$ cat config.mk
export PLATFORM = sky130hd
export DESIGN_NAME = scan_multiplexer
export DESIGN_NICKNAME = d
export VERILOG_FILES = /design/src/rtl/scan_multiplexer.sv
export SDC_FILE = /design/constraint.sdc
export NUM_CORES = 1
export LEC_CHECK = 0
export BUFFER_PORTS_ARGS = -buffer_cell sky130_fd_sc_hd__buf_4
export CORE_MARGIN = 2
export CORE_UTILIZATION = 30
export CTS_BUF_LIST = sky130_fd_sc_hd__clkbuf_16
export CTS_CLUSTER_DIAMETER = 100
export DETAILED_ROUTE_END_ITERATION = 16
export SLEW_MARGIN = 20
export SYNTH_ARGS = -nofsm -noshare
export SYNTH_HDL_FRONTEND = slang
export SYNTH_SLANG_ARGS = --single-unit
$ cat constraint.sdc
create_clock -name CLK -period 2.32 [get_ports CLK]
set_input_delay 0.232 -clock CLK [delete_from_list [all_inputs] [get_ports CLK]]
set_output_delay 0.232 -clock CLK [all_outputs]
set_load 0.01 [all_outputs]
$ cat src/rtl/scan_multiplexer.sv
// scan_multiplexer: registered N-channel multiplexer with manual select and
// round-robin scan mode. The scan mode spends DWELL enabled cycles on each
// channel. Outputs carry the channel tag, a valid strobe, a wrap pulse and a
// select-range error flag.
module scan_multiplexer #(
  parameter int unsigned WIDTH     = 4,
  parameter int unsigned CHANNELS  = 4,
  parameter int unsigned SEL_WIDTH = 2,
  parameter int unsigned DWELL     = 1
) (
  input  logic                      CLK,
  input  logic                      RESET_N,
  input  logic [CHANNELS*WIDTH-1:0] DATA_IN,
  input  logic [SEL_WIDTH-1:0]      SELECT,
  input  logic                      MODE,
  input  logic                      ENABLE,
  output logic [WIDTH-1:0]          DATA_OUT,
  output logic [SEL_WIDTH-1:0]      CHANNEL_OUT,
  output logic                      VALID,
  output logic                      WRAP,
  output logic                      SEL_ERR
);

  localparam logic [15:0]          DWELL_LAST = 16'(DWELL - 1);
  localparam logic [SEL_WIDTH-1:0] PTR_LAST   = SEL_WIDTH'(CHANNELS - 1);

  typedef enum logic {
    MANUAL = 1'b0,
    SCAN   = 1'b1
  } state_t;

  state_t               state_q, state_d;
  logic [SEL_WIDTH-1:0] ptr_q, ptr_d;
  logic [15:0]          cnt_q, cnt_d;
  logic [WIDTH-1:0]     data_q, data_d;
  logic [SEL_WIDTH-1:0] chan_q, chan_d;
  logic                 valid_q, valid_d;
  logic                 wrap_q, wrap_d;
  logic                 err_q, err_d;

  logic                 entering_scan;
  logic [SEL_WIDTH-1:0] ptr_eff;
  logic [15:0]          cnt_eff;
  logic [SEL_WIDTH-1:0] idx;
  logic [WIDTH-1:0]     chan_data;
  logic                 sel_oob;

  // Effective pointer/counter and channel index for the sample on this edge.
  // The scan pointer clears on the same edge that enters scan, so the first
  // scan sample is taken from channel 0 with the dwell counter at 0.
  always_comb begin
    entering_scan = MODE && (state_q == MANUAL);
    ptr_eff       = entering_scan ? '0 : ptr_q;
    cnt_eff       = entering_scan ? '0 : cnt_q;
    idx           = MODE ? ptr_eff : SELECT;
    sel_oob       = (32'(SELECT) >= CHANNELS);
  end

  // Channel mux; an index beyond the last channel matches nothing and gives 0.
  always_comb begin
    chan_data = '0;
    for (int unsigned k = 0; k < CHANNELS; k++) begin
      if (32'(idx) == k) begin
        chan_data = DATA_IN[k*WIDTH +: WIDTH];
      end
    end
  end

  // Next-state and output logic: FSM follows MODE; datapath updates when enabled.
  always_comb begin
    state_d = MODE ? SCAN : MANUAL;
    ptr_d   = ptr_eff;
    cnt_d   = cnt_eff;
    data_d  = data_q;
    chan_d  = chan_q;
    err_d   = err_q;
    valid_d = 1'b0;
    wrap_d  = 1'b0;
    if (ENABLE) begin
      data_d  = chan_data;
      chan_d  = idx;
      valid_d = 1'b1;
      if (MODE) begin
        err_d = 1'b0;
        if (cnt_eff == DWELL_LAST) begin
          cnt_d = '0;
          if (ptr_eff == PTR_LAST) begin
            ptr_d  = '0;
            wrap_d = 1'b1;
          end else begin
            ptr_d = ptr_eff + SEL_WIDTH'(1);
          end
        end else begin
          cnt_d = cnt_eff + 16'd1;
        end
      end else begin
        err_d = sel_oob;
      end
    end
  end

  // State and output registers with synchronous active-low reset.
  always_ff @(posedge CLK) begin
    if (!RESET_N) begin
      state_q <= MANUAL;
      ptr_q   <= '0;
      cnt_q   <= '0;
      data_q  <= '0;
      chan_q  <= '0;
      valid_q <= 1'b0;
      wrap_q  <= 1'b0;
      err_q   <= 1'b0;
    end else begin
      state_q <= state_d;
      ptr_q   <= ptr_d;
      cnt_q   <= cnt_d;
      data_q  <= data_d;
      chan_q  <= chan_d;
      valid_q <= valid_d;
      wrap_q  <= wrap_d;
      err_q   <= err_d;
    end
  end

  assign DATA_OUT    = data_q;
  assign CHANNEL_OUT = chan_q;
  assign VALID       = valid_q;
  assign WRAP        = wrap_q;
  assign SEL_ERR     = err_q;

endmodule

==> out/results.ini, run 1 <==
[run_status]
status = completed

[timing]
holdWs_ps = 247
period_needed_ps = 1970
hold_violations = 0
skew_ps = 4.59
rsz0062_at_grt = false
relSlewSlack_pct = 65.6
setup_tns_ps = 0
fin_crit_sh_pct = 85.0
worstMarginPinSlew_ps = 515
slew_violations = 0
fmax_ghz = 0.507
setup_viol = 0

[synth]
synth_edf_count = 0
avgSynthCellArea_sq_um = 8.29
synth_nets = 190
ys_seq_area_share_pct = 39.1
synthDistinctLibCells = 44
mappedNetlistArea_sq_um = 1380
ys.flop_type = dfxtp_1
ys_seq_elements = 27
async_flop_share_pct = 0
syn_inst = 167
yosys_warnings = 0

[cts]
insertion_delay_ps = 260
post_cts_buffers = 0
path_clk_slew_ps = 60
clockBufferDepth = 2
h-tree-depth = 1
cts_buffers = 3
ctsResizeCount = 0
cts_tree = built
clockRootBuffer = clkbuf_16
hold_buffers = 0
cts_sinks = 27

[detailed_routing]
drt_wl_total_microns = 3140
drt_first_pass_iters = 4
routedWlPerCell_microns = 12.7
vias = 1269
ant_nets = 0
dr.first_iter.drc_count = 43
viasPerCell = 5.14
drc = 0

[pwr]
ir_drop_mv = 0.343
power.density_nw_per_um2 = 565
power_leakage_nw = 0.659
power_frac_comb_pct = 10.8
internal_power_mw = 0.758
power_frac_seq_pct = 49.5
power.net_switching_mw = 0.213
power_frac_clock_pct = 39.6
switching_share_pct = 22.0

[placed_design]
dpl-instance-area_sq_um = 1640
numPortBuffers = 29
dpl.hpwl_microns = 2350
gp_congestion = 0.858
dp.cells = 243

[min_path]
hold_depth = 3
min_from = DATA_IN[8]
hp-class = in2reg

[setup_path]
path_max_fanout = 13
cp.required_ps = 2510
startpoint = state_q
r2r_cells = 4
crit-reg2reg-launch = state_q
cp.arrival_ps = 2170
path_class = reg2reg
critPathLaunchType = flip-flop
worstSetupEndpointType = flip-flop

[finish]
drive_above_1_share_pct = 20.5
stdcell_area_sq_um = 1720
num-fill-cells = 445
fin_cells = 247
layout.nets = 219
area.growth.synth_to_final_pct = 24.2
post-route-util_pct = 39.2
antenna_cells = 0

[global_routing]
grt_use_total_pct = 12.7
antenna_found_initial = 0
grt_start_max_net_pins = 15
grt_pass1_wl_microns = 5270
grt-ovfl-total = 0
grt_pass1_vias = 1184

[run]
max_cap_violations = 0

[die]
rows = 24
fp.dieW_microns = 71.9
die_area_sq_um = 5170
core_sq_um = 4380
start_util_pct = 31.6
ios = 31
die_h_microns = 71.9

## final cells by class
cell class | count | area (sq um) | area share (%)
Multi-Input combinational cell | 129 | 787 | 45.8
Sequential cell | 27 | 541 | 31.4
Timing Repair Buffer | 31 | 233 | 13.5
Clock buffer | 3 | 75.1 | 4.37
Tap cell | 52 | 65.1 | 3.78
Inverter | 4 | 15.0 | 0.873
Clock inverter | 1 | 3.75 | 0.218
## stage by stage
stage               power (mW)  setup slack, ps
finish                   0.971              347
global route              1.01              210
CTS                      0.980              346
detailed placement       0.597              359
global placement         0.597              388
floorplan                0.543              543
## flip-flops by register name (all words and copies together) (netlist names)
| name | cells |
|---|---|
| CHANNEL_OUT | 2 |
| DATA_OUT | 4 |
| VALID | 1 |
| WRAP | 1 |
| cnt_q | 16 |
| ptr_q | 2 |
| state_q | 1 |
## cells by family (layout without fill, tap and decap cells)
| kind of cell | count (synthesis) | count (layout) | synth area share, % |
|---|---|---|---|
| AND/OR/NAND/NOR | 76 | 76 | 30.3 |
| AO/OA/AOI/OAI | 44 | 44 | 20.7 |
| adder cells (fa/ha/maj) | 1 | 1 | 0.904 |
| multiplexers | 2 | 2 | 1.54 |
| XOR/XNOR | 5 | 5 | 3.17 |
| other | 1 | 1 | 0.271 |
| flip-flops | 27 | 27 | 39.1 |
| buffers and inverters | 11 | 39 | 4.07 |
## worst paths after layout
check | endpoint | slack (ps)
max reg2reg | cnt_q[15] | 350
min | DATA_OUT[0] | 250
max | cnt_q[15] | 350
min reg2reg | DATA_OUT[3] | 460
## layout by cell type (no fill, tap or decap), types with 4 or more instances in the layout
cell type / netlist / layout
nor2b_1: 4 / 4
a21oi_1: 12 / 12
nand2_1: 20 / 20
nor4_1: 5 / 5
inv_1: 4 / 5
nand3_1: 9 / 9
and2_1: 4 / 4
buf_4: 2 / 31
a211oi_1: 4 / 4
and3_1: 5 / 5
nor2_1: 8 / 8
o21ai_0: 9 / 9
o221ai_1: 4 / 4
dfxtp_1: 27 / 27
## per-layer routing
| metal | track usage, % | vias to the layer above | part of all wire (%) |
|---|---|---|---|
| li1 | - | 676 | - |
| met1 | 17.0 | 564 | 49 |
| met2 | 19.9 | 27 | 46 |
| met3 | 3.75 | 2 | 5.0 |
| met4 | 3.56 | 0 | 0.86 |
| met5 | 0 | - | 0 |
## synth_stat cells, types with 2 or more instances
library cell / count / area share (%)
a211o_1: 2 / 1.3
a211oi_1: 4 / 2.2
a21oi_1: 12 / 4.3
and2_1: 4 / 1.8
and3_1: 5 / 2.3
and4_1: 3 / 1.9
buf_4: 2 / 1.1
clkbuf_1: 4 / 1.1
dfxtp_1: 27 / 39
inv_1: 4 / 1.1
nand2_1: 20 / 5.4
nand2b_1: 3 / 1.4
nand3_1: 9 / 3.3
nand4_1: 3 / 1.4
nor2_1: 8 / 2.2
nor2b_1: 4 / 1.8
nor3_1: 3 / 1.1
nor4_1: 5 / 2.3
o211ai_1: 3 / 1.6
o21ai_0: 9 / 3.3
o221ai_1: 4 / 2.5
o31ai_1: 2 / 1.1
or3_1: 3 / 1.4
xnor2_1: 3 / 1.9
xor2_1: 2 / 1.3
## power groups by stage
stage	clock (mW)	sequential [mW]	combinational, mW
2_1_floorplan	0	0.493	0.0500
3_3_place_gp	0	0.491	0.106
3_5_place_dp	0	0.492	0.106
4_1_cts	0.393	0.481	0.106
5_1_grt	0.411	0.482	0.115
6_report	0.385	0.481	0.105
## worst max-delay path: stages (launching register included)
cell,delay (ps)
dfxtp_1,500
nor2b_1,120
or4_4,630
or4_1,520
a21oi_1,140
Power figures use the tool's default switching activity.
==> run 2: changes to the inputs <==
--- a/config.mk
+++ b/config.mk
@@ -8,7 +8,7 @@
 export BUFFER_PORTS_ARGS = -buffer_cell sky130_fd_sc_hd__buf_4
 export CORE_MARGIN = 2
 export CORE_UTILIZATION = 30
-export CTS_BUF_LIST = sky130_fd_sc_hd__clkbuf_16
+export CTS_BUF_LIST = sky130_fd_sc_hd__clkbuf_8
 export CTS_CLUSTER_DIAMETER = 100
 export DETAILED_ROUTE_END_ITERATION = 16
 export SLEW_MARGIN = 20
==> run 2 against run 1 <==
  * Combinational power hardly changed
  * Sequential share of layout area is 0.63 points higher
  * Register-to-register slack worse by 20 ps
  * Non-clock buffer count stayed put
  * Critical path type unchanged
  * Critical endpoint unchanged
  * Highest routed layer unchanged
==> out/results.ini, run 2 (same netlist as run 1, synthesis figures left out) <==
[finish]
layout_common_cells = buf_4 (31), dfxtp_1 (27), nand2_1 (20)
final_common_cell = buf_4
layout.nets = 219  ; unchanged
top_register = cnt_q
area.growth.synth_to_final_pct = 21.8
largest_reg_flops = 16  ; unchanged
drive_above_1_share_pct = 20.5  ; unchanged
antenna_cells = 0  ; unchanged

[die]
die_area_sq_um = 5170  ; unchanged
die_h_microns = 71.9  ; unchanged
ios = 31  ; unchanged
start_util_pct = 31.6  ; unchanged
rows = 24  ; unchanged
fp.dieW_microns = 71.9  ; unchanged
core_sq_um = 4380  ; unchanged

[detailed_routing]
ant_nets = 0  ; unchanged
vias = 1267  ; -0.16%
drt_wl_total_microns = 3130  ; -0.22%
drt_first_pass_iters = 4  ; unchanged
routedWlPerCell_microns = 12.7  ; -0.22%
dr.first_iter.drc_count = 41  ; -4.7%
viasPerCell = 5.13  ; -0.16%
drc = 0  ; unchanged

[setup_path]
path_cells = nor2b_1 -> or4_4 -> or4_1 -> a21oi_1
path_class = reg2reg
cp_slowest_cell = or4_4
cpLargestDelayFamily = simple AND/OR/NAND/NOR gates
critPathLaunchType = flip-flop
critPathBufInv = 0  ; unchanged
path_max_fanout = 13  ; unchanged
cp.arrival_ps = 2200  ; +30 ps
cp.required_ps = 2530  ; +20 ps
worstSetupEndpointType = flip-flop
max_stage_delay_ps = 630  ; about the same

[cts]
cts_buffers = 3  ; unchanged
ctsResizeCount = 0  ; unchanged
hold_buffers = 0  ; unchanged
h-tree-depth = 1  ; unchanged
cts_sinks = 27  ; unchanged
clockBufferDepth = 2  ; unchanged
path_clk_slew_ps = 90  ; +30 ps
cts_tree = built
insertion_delay_ps = 270  ; about the same
post_cts_buffers = 0  ; unchanged
clockRootBuffer = clkbuf_8

[placed_design]
gp_congestion = 0.858  ; unchanged
numPortBuffers = 29  ; unchanged
dpl.hpwl_microns = 2350  ; unchanged
dp_slack_ps = 359  ; unchanged

[timing]
rsz0062_at_grt = false
worstMarginPinSlew_ps = 508  ; -7.42 ps
period_needed_ps = 1990  ; +16.6 ps
setup_viol = 0  ; unchanged
fmax_ghz = 0.503  ; -0.83%
holdWs_ps = 233  ; -14.1 ps
slew_violations = 0  ; unchanged
finalWorstSetupSlack_ps = 331  ; -16.6 ps
fin_crit_sh_pct = 85.7  ; +0.72 points
skew_ps = 5.27  ; +0.686 ps
relSlewSlack_pct = 66.1  ; +0.50 points
setup_tns_ps = 0  ; unchanged
hold_violations = 0  ; unchanged

[run_status]
status = completed

[global_routing]
grt_pass1_vias = 1184  ; unchanged
grt_pass1_wl_microns = 5270  ; unchanged
grt-ovfl-total = 0  ; unchanged
grt_start_max_net_pins = 15  ; unchanged
antenna_found_initial = 0  ; unchanged
grt_use_total_pct = 12.7  ; unchanged

[pwr]
power.net_switching_mw = 0.202  ; -5.6%
power_leakage_nw = 0.643  ; -2.3%
switching_share_pct = 23.8  ; +1.8 points
internal_power_mw = 0.646  ; -15%
power_frac_comb_pct = 12.4  ; +1.6 points
ir_drop_mv = 0.302  ; -12%
power_frac_clock_pct = 30.8  ; -8.8 points
power.density_nw_per_um2 = 503  ; -11%
power_frac_seq_pct = 56.7  ; +7.2 points

[run]
max_cap_violations = 0  ; unchanged

[min_path]
hp-class = in2reg

==> run 2: changes by cell type in the layout (fill, tap and decap cells not counted) <==
| cell | delta |
|---|---|
| clkbuf_8 | +3 |
| clkbuf_16 | -3 |
==> run 2: layer usage <==
| layer | global-route usage (%) | share of wire (%) |
|---|---|---|
| met5 | 0 | 0 |
| met4 | 3.56 | 0.80 |
| met3 | 3.75 | 4.4 |
| met2 | 19.9 | 46 |
| met1 | 17.0 | 49 |
==> run 2: cell type report <==
| class | instances | area (sq um) |
|---|---|---|
| fillers | 453 | 2700 |
| well taps | 52 | 65.1 |
| flip-flops and latches | 27 | 541 |
| clock buffers | 3 | 41.3 |
| clock inverters | 1 | 3.75 |
| inverters | 4 | 15.0 |
| multi-input cells | 129 | 787 |
| repair buffers | 31 | 233 |
==> run 2: worst register-to-register path: cells and delay by family (launching register included) <==
family	cells	cell delay [ps]
DFF	1	510
and+or+nand+nor	3	1270
AOI/OAI and AO/OA	1	140
==> run 2: power by group through the flow <==
stage	combinational (mW)	clock, mW	sequential, mW
2_1_floorplan	0.0500	0	0.493
3_3_place_gp	0.106	0	0.491
3_5_place_dp	0.106	0	0.492
4_1_cts	0.106	0.273	0.481
5_1_grt	0.115	0.289	0.482
6_report	0.105	0.261	0.481
==> run 2: through the flow <==
step	cells	total power [mW]	util, %	instance area (sq um)
floorplan	167	0.543	-	1380
global placement	243	0.597	37.4	1640
detailed placement	243	0.597	37.4	1640
CTS	247	0.860	38.4	1690
global route	247	0.886	38.4	1690
finish	247	0.847	38.4	1690
==> run 2: path summary, 6_finish.rpt <==
path / start / end / slack (ps) / depth (start not counted)
max reg2reg: state_q / cnt_q[15] / 330 / 4
min: DATA_IN[8] / DATA_OUT[0] / 230 / 3
min reg2reg: DATA_OUT[3] / DATA_OUT[3] / 460 / 2
max: state_q / cnt_q[15] / 330 / 4
